[src/rtl/shift8_sipo.sv]
// ---------------------------------------------------------------------------
// shift8_sipo
//   Serial-in / parallel-out shift register with parallel load, serial tap-out
//   and a "word complete" flag. Bits enter MSB-first: after WIDTH shifts the
//   parallel word appears in its original bit order.
//
// Parameters
//   WIDTH       register width in bits (2..32), default 8
//   ODD_PARITY  (only with SHIFT8_PARITY_EN) 1 inverts the parity output
//
// Ports
//   clk         rising-edge clock
//   rst_n       asynchronous active-low reset
//   data_in     serial data bit, sampled on rising clk
//   shift_en    shift enable
//   load        synchronous parallel load strobe (wins over shift_en)
//   load_data   parallel load value
//   result      current register contents (registered)
//   serial_out  bit about to be shifted out, equal to result[WIDTH-1]
//   full        high once WIDTH shifts have completed since reset/load
//   parity      (only with SHIFT8_PARITY_EN) XOR of all result bits
//
// Optional feature macro: SHIFT8_PARITY_EN
// ---------------------------------------------------------------------------
module shift8_sipo #(
    parameter int WIDTH = 8
`ifdef SHIFT8_PARITY_EN
    ,
    parameter bit ODD_PARITY = 1'b0
`endif
) (
    input  logic             clk,
    input  logic             rst_n,
    input  logic             data_in,
    input  logic             shift_en,
    input  logic             load,
    input  logic [WIDTH-1:0] load_data,
    output logic [WIDTH-1:0] result,
    output logic             serial_out,
    output logic             full
`ifdef SHIFT8_PARITY_EN
    ,
    output logic             parity
`endif
);

    // Counter must be able to hold the value WIDTH itself (saturation point).
    localparam int               CNT_W   = $clog2(WIDTH + 1);
    localparam logic [CNT_W-1:0] CNT_MAX = CNT_W'(WIDTH);

    generate
        if (WIDTH < 2 || WIDTH > 32) begin : g_bad_width
            $error("shift8_sipo: WIDTH must be in 2..32");
        end
    endgenerate

    logic [WIDTH-1:0] shift_reg;
    logic [WIDTH-1:0] shift_next;
    logic [CNT_W-1:0] cnt_reg;
    logic [CNT_W-1:0] cnt_next;
    logic             full_reg;
    logic             full_next;

    always_comb begin
        shift_next = shift_reg;
        cnt_next   = cnt_reg;
        full_next  = full_reg;
        if (load) begin
            // Load restarts word assembly; data_in is ignored this cycle.
            shift_next = load_data;
            cnt_next   = '0;
            full_next  = 1'b0;
        end else if (shift_en) begin
            shift_next = {shift_reg[WIDTH-2:0], data_in};
            // Saturate so that continued shifting acts as a sliding window
            // and full stays asserted.
            cnt_next   = (cnt_reg == CNT_MAX) ? CNT_MAX : cnt_reg + CNT_W'(1);
            full_next  = (cnt_next == CNT_MAX);
        end
    end

    always_ff @(posedge clk or negedge rst_n) begin
        if (!rst_n) begin
            shift_reg <= '0;
            cnt_reg   <= '0;
            full_reg  <= 1'b0;
        end else begin
            shift_reg <= shift_next;
            cnt_reg   <= cnt_next;
            full_reg  <= full_next;
        end
    end

    assign result     = shift_reg;
    assign serial_out = shift_reg[WIDTH-1];
    assign full       = full_reg;

`ifdef SHIFT8_PARITY_EN
    // XOR chain seeded with ODD_PARITY so the inversion folds into the tree.
    logic [WIDTH:0] parity_chain;
    assign parity_chain[0] = ODD_PARITY;
    generate
        for (genvar gi = 0; gi < WIDTH; gi++) begin : g_parity
            assign parity_chain[gi+1] = parity_chain[gi] ^ shift_reg[gi];
        end
    endgenerate
    assign parity = parity_chain[WIDTH];
`endif

endmodule

[config.mk]
export PLATFORM = sky130hd
export DESIGN_NAME = shift8_sipo
export DESIGN_NICKNAME = d
export VERILOG_FILES = /design/src/rtl/shift8_sipo.sv
export SDC_FILE = /design/constraint.sdc
export NUM_CORES = 1
export LEC_CHECK = 0
export CORE_ASPECT_RATIO = 1.1
export CORE_UTILIZATION = 43
export DETAILED_ROUTE_END_ITERATION = 12
export PLACE_DENSITY = 0.84
export SETUP_SLACK_MARGIN = 0.2
export SKIP_CTS_REPAIR_TIMING = 1
export SYNTH_ARGS = -nofsm -noshare
export SYNTH_HDL_FRONTEND = slang
export SYNTH_SLANG_ARGS = --single-unit
[constraint.sdc]
create_clock -name clk -period 1.8 [get_ports clk]
set_clock_uncertainty 0.2 [all_clocks]
set_input_delay 0.36 -clock clk [delete_from_list [all_inputs] [get_ports clk]]
set_output_delay 0.36 -clock clk [all_outputs]
set_load 0.005 [all_outputs]
Word-level counts from Yosys, hierarchy flattened
Index checks and enable logic that the tools add are counted.
Cells by class
  add/subtract/negate cells: 1
  eq/ne operators: 2
  muxes and demuxes: 7
  reductions and logical operators: 1
Operators by type and width (number)
  $mux 8: 2
  $mux 4: 3
  $eq 4x4->1 const B: 2
  $add 4x1->4 const B: 1
  $mux 1: 2
  $reduce_bool 2->1: 1
Storage, ports and cells
  bits in registers: 13
  input bits: 13
  output and inout bits: 10
  word-level logic and storage cells: 14

Logic depth before layout (Yosys ltp)
Gate-level depths: netlist (run 1).
  depth in word-level cells: 5
  gate-level depth with buffers: 5
  depth with buffers taken out: 5

Worst setup path after synthesis (run 1)
OpenSTA, ideal clock, no wires.
  kind: flip-flop to flip-flop
  from: reg cnt_reg[0]
  to: reg cnt_reg[2]
  library setup time: 0.074 ns
  data arrival time: 1.216 ns
  data required time: 1.526 ns
  path slack: 0.309 ns
  stages on the path, launching flop included: 6
  path buffers: 0
  clock period less this slack: 1.491 ns
  path through: dfrtp_1 -> inv_1 -> ha_1 -> nand2_1 -> or3b_1 -> a21oi_2
On the way
  longest elaborated chain between the ends: 4
  elaborated cells between the ends (all ways): 5
  classes of those cells: add/sub (1); eq/ne (1); mux (3)
Ends and longest elaborated chain
  start: declaration: RTL line 59  | logic [CNT_W-1:0] cnt_reg;
  start signal: assignment: RTL line 89  | cnt_reg <= cnt_next;
  $add 4x1->4 / $eq 4x4->1 (equally long branches): RTL line 77  | cnt_next = (cnt_reg == CNT_MAX) ? CNT_MAX : cnt_reg + CNT_W'(1);
  $mux 4 (*): RTL line 77
  $mux 4 (*): RTL line 73  | end else if (shift_en) begin
  $mux 4 (*): RTL line 68  | if (load) begin
Every way passes the cells marked *; elsewhere a longest branch is shown, timed or not. The select of a mux whose other input is x is not followed.
A chain may end at the register's enable or synchronous reset.

Worst setup path after layout (run 1)
Ends and elaborated chain as after synthesis.

==> impl_metrics.prom, run 1 <==
# TYPE chip_impl_metric gauge
chip_impl_metric{name="setup_viol_count_final",unit=""} 0
chip_impl_info{name="cts_tree",value="done"} 1
chip_impl_metric{name="initial_antenna_violation_count",unit=""} 0
chip_impl_metric{name="cts-htree-levels",unit=""} 1
chip_impl_metric{name="synth-seq-area-share",unit="%"} 46.8
chip_impl_metric{name="gp_routability_congestion",unit=""} 0.772
chip_impl_metric{name="initial_cell_density_of_the_core",unit="%"} 48.3
chip_impl_metric{name="dp_worst_setup_slack",unit="ns"} 0.0957
chip_impl_info{name="yosys_most_used_dff",value="sky130_fd_sc_hd__dfrtp_1"} 1
chip_impl_metric{name="worst_slew_pin_slew",unit="ns"} 0.335
chip_impl_metric{name="detail_routed_via_count_per_cell",unit=""} 5.10
chip_impl_metric{name="nets",unit=""} 114
chip_impl_metric{name="post_synth.cell_area_avg",unit="um^2"} 10.1
chip_impl_metric{name="finalCriticalPeriod",unit="ns"} 1.56
chip_impl_metric{name="post_route_cells_drive_above_1_share",unit="%"} 16.3
chip_impl_metric{name="antenna_violating_nets_post_route",unit=""} 0
chip_impl_metric{name="finalMaxSlewViolations",unit=""} 0
chip_impl_metric{name="ff2ff_path_depth",unit=""} 5
chip_impl_metric{name="cap_violations",unit=""} 0
chip_impl_metric{name="grt_first_pass_wirelength",unit="um"} 2440
chip_impl_metric{name="mappedNetlistNets",unit=""} 84
chip_impl_info{name="hold_class",value="in2async"} 1
chip_impl_metric{name="cp_max_fo",unit=""} 7
chip_impl_metric{name="boundaryPins",unit=""} 23
chip_impl_metric{name="clock-sinks",unit=""} 13
chip_impl_metric{name="clock_path_buffers",unit=""} 2
chip_impl_metric{name="detailedPlacementHpwl",unit="um"} 1030
chip_impl_metric{name="final.fill_count",unit=""} 95
chip_impl_metric{name="drt_iter0_drc",unit=""} 6
chip_impl_metric{name="insertedDiodeCount",unit=""} 0
chip_impl_metric{name="power.leakage",unit="nW"} 0.560
chip_impl_metric{name="multiInputGateArea",unit="um^2"} 324
chip_impl_metric{name="die-height",unit="um"} 44.1
chip_impl_metric{name="post-route-period-util",unit="%"} 86.8
chip_impl_metric{name="wl",unit="um"} 1430
chip_impl_metric{name="cell_area_synth",unit="um^2"} 694
chip_impl_info{name="worstSetupEndpointType",value="register"} 1
chip_impl_info{name="root_buffer",value="sky130_fd_sc_hd__clkbuf_4"} 1
chip_impl_metric{name="core_area",unit="mm^2"} 0.00144
chip_impl_info{name="status",value="finished clean"} 1
chip_impl_metric{name="vias_in_the_first_global_route",unit=""} 571
chip_impl_metric{name="footprint_of_the_flip_flops_and_latches",unit="um^2"} 327
chip_impl_metric{name="yosys_register_bits",unit=""} 13
chip_impl_metric{name="synth.top_cell.area_share",unit="%"} 46.8
chip_impl_metric{name="finalHoldViolations",unit=""} 0
chip_impl_info{name="setup.worst_path.class",value="reg2reg"} 1
chip_impl_metric{name="maximum_cell_stage_delay_along_the_critical_path",unit="ns"} 0.43
chip_impl_metric{name="largest_net_degree_at_the_start_of_global_routing",unit=""} 14
chip_impl_metric{name="timing.critical_path.arrival",unit="ns"} 1.57
chip_impl_metric{name="portBuffers",unit=""} 22
chip_impl_metric{name="cts_inserted_buffers",unit=""} 3
chip_impl_metric{name="core.rowCount",unit=""} 14
chip_impl_metric{name="total_global_routing_overflow",unit=""} 0
chip_impl_metric{name="post_synth_inst_count",unit=""} 69
chip_impl_metric{name="wl_per_cell",unit="um"} 12.6
chip_impl_metric{name="slack_of_the_worst_reg_to_reg_path",unit="ns"} 0.24
chip_impl_info{name="cp-start-kind",value="register"} 1
chip_impl_metric{name="p_per_area",unit="mW/mm^2"} 655
chip_impl_metric{name="grt_use_total",unit="%"} 20.2
chip_impl_metric{name="yosys_warnings",unit=""} 0
chip_impl_metric{name="required",unit="ns"} 1.81
chip_impl_info{name="yosys.area.top_type",value="sky130_fd_sc_hd__dfrtp_1"} 1
chip_impl_metric{name="postLayoutCoreUtil",unit="%"} 70.6
chip_impl_info{name="synth.area.top_cells",value="sky130_fd_sc_hd__dfrtp_1, sky130_fd_sc_hd__mux2i_1, sky130_fd_sc_hd__nand2_1"} 1
chip_impl_metric{name="dr.pass1.iters",unit=""} 2
chip_impl_metric{name="dieArea",unit="mm^2"} 0.00178
chip_impl_info{name="synth.most_common_cell",value="sky130_fd_sc_hd__dfrtp_1"} 1
chip_impl_metric{name="cts.clk_slew.worst_paths",unit="ns"} 0.08
chip_impl_metric{name="placedInstanceArea",unit="um^2"} 946
chip_impl_metric{name="number_of_flops_mapped_to_enable_cells_by_yosys",unit=""} 0
chip_impl_metric{name="setup_tns",unit="ns"} 0
chip_impl_info{name="unrepaired_setup_endpoints_after_global_routing",value="true"} 1
chip_impl_metric{name="setup_slack",unit="ns"} 0.238
chip_impl_metric{name="yosysUniqueCellTypes",unit=""} 23
chip_impl_metric{name="vdd.ir_drop.worst",unit="mV"} 0.583
chip_impl_metric{name="largest_reg_flops",unit=""} 8
chip_impl_metric{name="max_freq",unit="MHz"} 640
chip_impl_metric{name="dr_total_vias",unit=""} 581
chip_impl_info{name="netlist_top_cells_count",value="sky130_fd_sc_hd__dfrtp_1, sky130_fd_sc_hd__nand2_1, sky130_fd_sc_hd__mux2i_1"} 1
chip_impl_metric{name="proportion_of_synthesized_flip_flops_having_asynchronous_set_or_reset",unit="%"} 100
chip_impl_metric{name="chipWidth",unit="um"} 40.3
chip_impl_info{name="critical-path-slowest-cell",value="sky130_fd_sc_hd__dfrtp_2"} 1
chip_impl_metric{name="slew_headroom",unit="%"} 77.7
chip_impl_metric{name="drc_errors",unit=""} 0
chip_impl_metric{name="syn2layout_area_growth",unit="%"} 45.9
chip_impl_metric{name="insertion_delay",unit="ns"} 0.28
chip_impl_info{name="crit_chain",value="inv_1, ha_1, nand2_1, or3b_1, a21oi_2"} 1
chip_impl_metric{name="postLayoutCellArea",unit="mm^2"} 0.00101
-- per-stage QoR --
stage | hold WS (ns) | instances | total power [W]
6_report | 0.180 | 114 | 0.000664
5_1_grt | 0.199 | 114 | 0.000696
4_1_cts | 0.199 | 112 | 0.000664
3_5_place_dp | 0.272 | 108 | 0.000484
3_3_place_gp | 0.267 | 108 | 0.000481
2_1_floorplan | -0.136 | 69 | 0.000397
-- layout by cell type (no fill, tap or decap), drive strengths merged --
cell           count
buf                8
a21oi              2
or3b               1
o211ai             1
ha                 2
nand2             13
xor2               2
mux2i              9
o21ai              8
inv                3
a221oi             1
clkdlybuf4s50     12
clkbuf             4
a21boi             1
nand2b             1
o41ai              1
dlymetal6s2s      10
nand3              1
dfrtp             13
nand4              1
nor2               4
-- power breakdown --
group | internal [W] | switching, W | total [W]
Clock | 0.0000860 | 0.0000994 | 0.000185
Combinational | 0.0000895 | 0.0000566 | 0.000146
Sequential | 0.000314 | 0.0000187 | 0.000333
Total | 0.000489 | 0.000175 | 0.000664
-- per-layer routing --
metal,GRT usage (%),up-vias,wire [um]
met2,30.6,15,726
met3,4.52,5,51
met4,8.00,0,29
li1,-,297,-
met5,0,-,0
met1,27.6,264,624
-- kinds of logic after synthesis --
group	synth area share, %
AO/OA/AOI/OAI	13.5
flip-flops	46.8
AND/OR/NAND/NOR	14.1
buffers and inverters	6.48
XOR/XNOR	2.52
multiplexers	13.0
adder cells (fa/ha/maj)	3.60
-- worst max-delay path: cells and delay by family (launching register included) --
kind                       cells  cell delay [ns]
DFF                            1             0.43
and+or+nand+nor                2             0.46
AOI/OAI and AO/OA              1             0.12
adders and majority gates      1             0.21
buffers and inverters          1             0.07
-- worst paths after layout --
check / from / to
min in group clk: full / full
max in group asynchronous: rst_n / cnt_reg[0]
min: rst_n / result[7]
max reg2reg: cnt_reg[0] / cnt_reg[2]
min reg2reg: full / full
max: cnt_reg[0] / cnt_reg[2]
-- final cells by class --
| class | instances | area share, % |
|---|---|---|
| inverter | 3 | 1.11 |
| sequential | 13 | 32.2 |
| timing repair buffer | 30 | 30.1 |
| clock buffer | 4 | 2.59 |
| tap | 16 | 1.98 |
| multi-input combinational | 48 | 32.0 |
(Power assumes the default switching activity.)
==> run 2: changes to the inputs <==
--- a/config.mk
+++ b/config.mk
@@ -6,9 +6,11 @@
 export NUM_CORES = 1
 export LEC_CHECK = 0
 export CORE_ASPECT_RATIO = 1.1
-export CORE_UTILIZATION = 43
+export CORE_UTILIZATION = 39
 export DETAILED_ROUTE_END_ITERATION = 12
-export PLACE_DENSITY = 0.84
+export GPL_TIMING_DRIVEN = 0
+export PLACE_DENSITY = 0.81
+export RECOVER_POWER = 50
 export SETUP_SLACK_MARGIN = 0.2
 export SKIP_CTS_REPAIR_TIMING = 1
 export SYNTH_ARGS = -nofsm -noshare
==> constraint.sdc (replaced) <==
create_clock -name clk -period 1.26 [get_ports clk]
set_clock_uncertainty 0.2 [all_clocks]
set_input_delay 0.252 -clock clk [delete_from_list [all_inputs] [get_ports clk]]
set_output_delay 0.252 -clock clk [all_outputs]
set_load 0.005 [all_outputs]
==> impl_metrics.prom, run 2 (synthesized netlist as in run 1, its figures left out) <==
# TYPE chip_impl_metric gauge
chip_impl_metric{name="required",unit="ns"} 1.25
chip_impl_metric{name="slew_headroom",unit="%"} 53.3
chip_impl_metric{name="wl",unit="um"} 1570
chip_impl_metric{name="grt_use_total",unit="%"} 16.6
chip_impl_metric{name="chipWidth",unit="um"} 42.2
chip_impl_metric{name="dr.pass1.iters",unit=""} 4
chip_impl_metric{name="slack_of_the_worst_reg_to_reg_path",unit="ns"} -0.19
chip_impl_metric{name="max_freq",unit="MHz"} 689
chip_impl_metric{name="vias_in_the_first_global_route",unit=""} 588
chip_impl_metric{name="part_of_the_total_power_dissipated_in_sequential_elements",unit="%"} 49.2
chip_impl_info{name="root_buffer",value="sky130_fd_sc_hd__clkbuf_4"} 1
chip_impl_metric{name="cp_max_fo",unit=""} 4
chip_impl_metric{name="gp_routability_congestion",unit=""} 0.696
chip_impl_metric{name="drt_iter0_drc",unit=""} 2
chip_impl_metric{name="ff2ff_path_depth",unit=""} 5
chip_impl_metric{name="p_per_area",unit="mW/mm^2"} 932
chip_impl_metric{name="cap_violations",unit=""} 0
chip_impl_metric{name="post-route-period-util",unit="%"} 115
chip_impl_metric{name="nets",unit=""} 121
chip_impl_metric{name="dr_total_vias",unit=""} 627
chip_impl_metric{name="die-height",unit="um"} 46.3
chip_impl_metric{name="finalCriticalPeriod",unit="ns"} 1.45
chip_impl_metric{name="antenna_violating_nets_post_route",unit=""} 0
chip_impl_metric{name="cts-htree-levels",unit=""} 1
chip_impl_metric{name="switching_share",unit="%"} 25.7
chip_impl_metric{name="clock_power_share",unit="%"} 25.4
chip_impl_info{name="cts_tree",value="done"} 1
chip_impl_metric{name="power.leakage",unit="nW"} 0.498
chip_impl_info{name="hold_class",value="in2async"} 1
chip_impl_metric{name="portBuffers",unit=""} 21
chip_impl_metric{name="wl_per_cell",unit="um"} 12.9
chip_impl_metric{name="timing.critical_path.arrival",unit="ns"} 1.45
chip_impl_metric{name="initial_antenna_violation_count",unit=""} 0
chip_impl_metric{name="core.rowCount",unit=""} 15
chip_impl_metric{name="power_report.internal_total",unit="W"} 0.000719
chip_impl_metric{name="final.fill_count",unit=""} 138
chip_impl_info{name="setup.worst_path.class",value="reg2reg"} 1
chip_impl_info{name="unrepaired_setup_endpoints_after_global_routing",value="true"} 1
chip_impl_metric{name="syn2layout_area_growth",unit="%"} 49.6
chip_impl_info{name="mostFrequentLayoutCells",value="sky130_fd_sc_hd__buf_4, sky130_fd_sc_hd__nand2_1, sky130_fd_sc_hd__dfrtp_1"} 1
chip_impl_metric{name="setup_slack",unit="ns"} -0.192
chip_impl_metric{name="grt_first_pass_wirelength",unit="um"} 2480
chip_impl_metric{name="boundaryPins",unit=""} 23
chip_impl_metric{name="total_global_routing_overflow",unit=""} 0
chip_impl_metric{name="drc_errors",unit=""} 0
chip_impl_metric{name="post_route_cells_drive_above_1_share",unit="%"} 40.0
chip_impl_info{name="failed_checks",value="hold timing, setup timing"} 1
chip_impl_metric{name="placedInstanceArea",unit="um^2"} 958
chip_impl_metric{name="finalHoldViolations",unit=""} 13
chip_impl_info{name="cp-start-kind",value="register"} 1
chip_impl_metric{name="detail_routed_via_count_per_cell",unit=""} 5.14
chip_impl_metric{name="postLayoutCellArea",unit="mm^2"} 0.00104
chip_impl_metric{name="finalMaxSlewViolations",unit=""} 0
chip_impl_metric{name="insertedDiodeCount",unit=""} 0
chip_impl_metric{name="initial_cell_density_of_the_core",unit="%"} 43.0
chip_impl_metric{name="dp_worst_setup_slack",unit="ns"} -0.379
chip_impl_metric{name="setup_viol_count_final",unit=""} 5
chip_impl_metric{name="clock-sinks",unit=""} 13
chip_impl_metric{name="vdd.ir_drop.worst",unit="mV"} 0.870
chip_impl_metric{name="clock_path_buffers",unit=""} 2
chip_impl_info{name="layout_commonest_cell",value="sky130_fd_sc_hd__buf_4"} 1
chip_impl_metric{name="largest_net_degree_at_the_start_of_global_routing",unit=""} 14
chip_impl_metric{name="dieArea",unit="mm^2"} 0.00195
chip_impl_metric{name="core_area",unit="mm^2"} 0.00161
chip_impl_metric{name="hold-worst-slack",unit="ns"} -0.200
chip_impl_metric{name="cts.clk_slew.worst_paths",unit="ns"} 0.08
chip_impl_metric{name="insertion_delay",unit="ns"} 0.26
chip_impl_metric{name="net-switching-power",unit="W"} 0.000249
chip_impl_metric{name="worst_slew_pin_slew",unit="ns"} 0.701
chip_impl_info{name="worstSetupEndpointType",value="register"} 1
chip_impl_metric{name="detailedPlacementHpwl",unit="um"} 1070
chip_impl_info{name="status",value="complete, but fails checks"} 1
chip_impl_metric{name="cts_inserted_buffers",unit=""} 3
chip_impl_info{name="rr_endpoint",value="cnt_reg[2]"} 1
chip_impl_metric{name="largest_reg_flops",unit=""} 8
chip_impl_info{name="r2r_start",value="cnt_reg[0]"} 1
chip_impl_metric{name="comb_power_share",unit="%"} 25.5
run 2: worst max-delay path by stage:
| stage | from | slack [ns] | endpoint | cells past startpoint |
|---|---|---|---|---|
| 3_3_place_gp | load | -0.38 | result[1] | 4 |
| 6_report | cnt_reg[0] | -0.19 | cnt_reg[2] | 5 |
| 5_1_grt | cnt_reg[0] | -0.25 | full | 5 |
| 2_1_floorplan | cnt_reg[0] | -0.15 | cnt_reg[2] | 5 |
| 3_5_place_dp | load | -0.38 | result[0] | 4 |
| 4_1_cts | result[7] | -0.43 | result[7] | 2 |
run 2: final cells by class:
| cell class | count | area, um^2 | area share (%) |
|---|---|---|---|
| plain buffers | 5 | 56.3 | 5.42 |
| well taps | 17 | 21.3 | 2.05 |
| multi-input cells | 48 | 350 | 33.7 |
| clock buffers | 4 | 26.3 | 2.53 |
| flip-flops and latches | 13 | 328 | 31.6 |
| repair buffers | 32 | 245 | 23.6 |
| inverters | 3 | 11.3 | 1.08 |
run 2: stage by stage:
step / hold WS [ns] / power [W] / util [%] / TNS (ns) / std cells
4_1_cts: 0.0999 / 0.000947 / 61.0 / -4.90 / 111
3_5_place_dp: 0.285 / 0.000703 / 59.4 / -4.92 / 107
2_1_floorplan: -0.244 / 0.000581 / - / -0.289 / 69
3_3_place_gp: 0.269 / 0.000698 / 59.4 / -4.95 / 107
6_report: -0.200 / 0.000968 / 64.3 / -0.639 / 122
5_1_grt: -0.145 / 0.00103 / 64.3 / -0.927 / 122
run 2: routing by layer:
layer  vias up  wire [um]  global-route usage [%]
met4         0          4                    5.63
li1        308          -                       -
met3         2         42                    1.57
met2        11        843                    30.5
met5         -          0                       0
met1       306        683                    20.5
run 2: critical path: stages, from the launching register on:
cell and delay, ns:
sky130_fd_sc_hd__dfrtp_2 0.40, sky130_fd_sc_hd__inv_2 0.06, sky130_fd_sc_hd__ha_4 0.16, sky130_fd_sc_hd__nand2_2 0.07, sky130_fd_sc_hd__or3b_4 0.37, sky130_fd_sc_hd__a21oi_2 0.12
run 2: power groups by stage:
stage | clock, W | combinational [W] | sequential (W)
6_report | 0.000246 | 0.000246 | 0.000476
5_1_grt | 0.000274 | 0.000273 | 0.000480
4_1_cts | 0.000252 | 0.000217 | 0.000479
3_5_place_dp | 0 | 0.000216 | 0.000487
3_3_place_gp | 0 | 0.000212 | 0.000486
2_1_floorplan | 0 | 0.0000959 | 0.000485
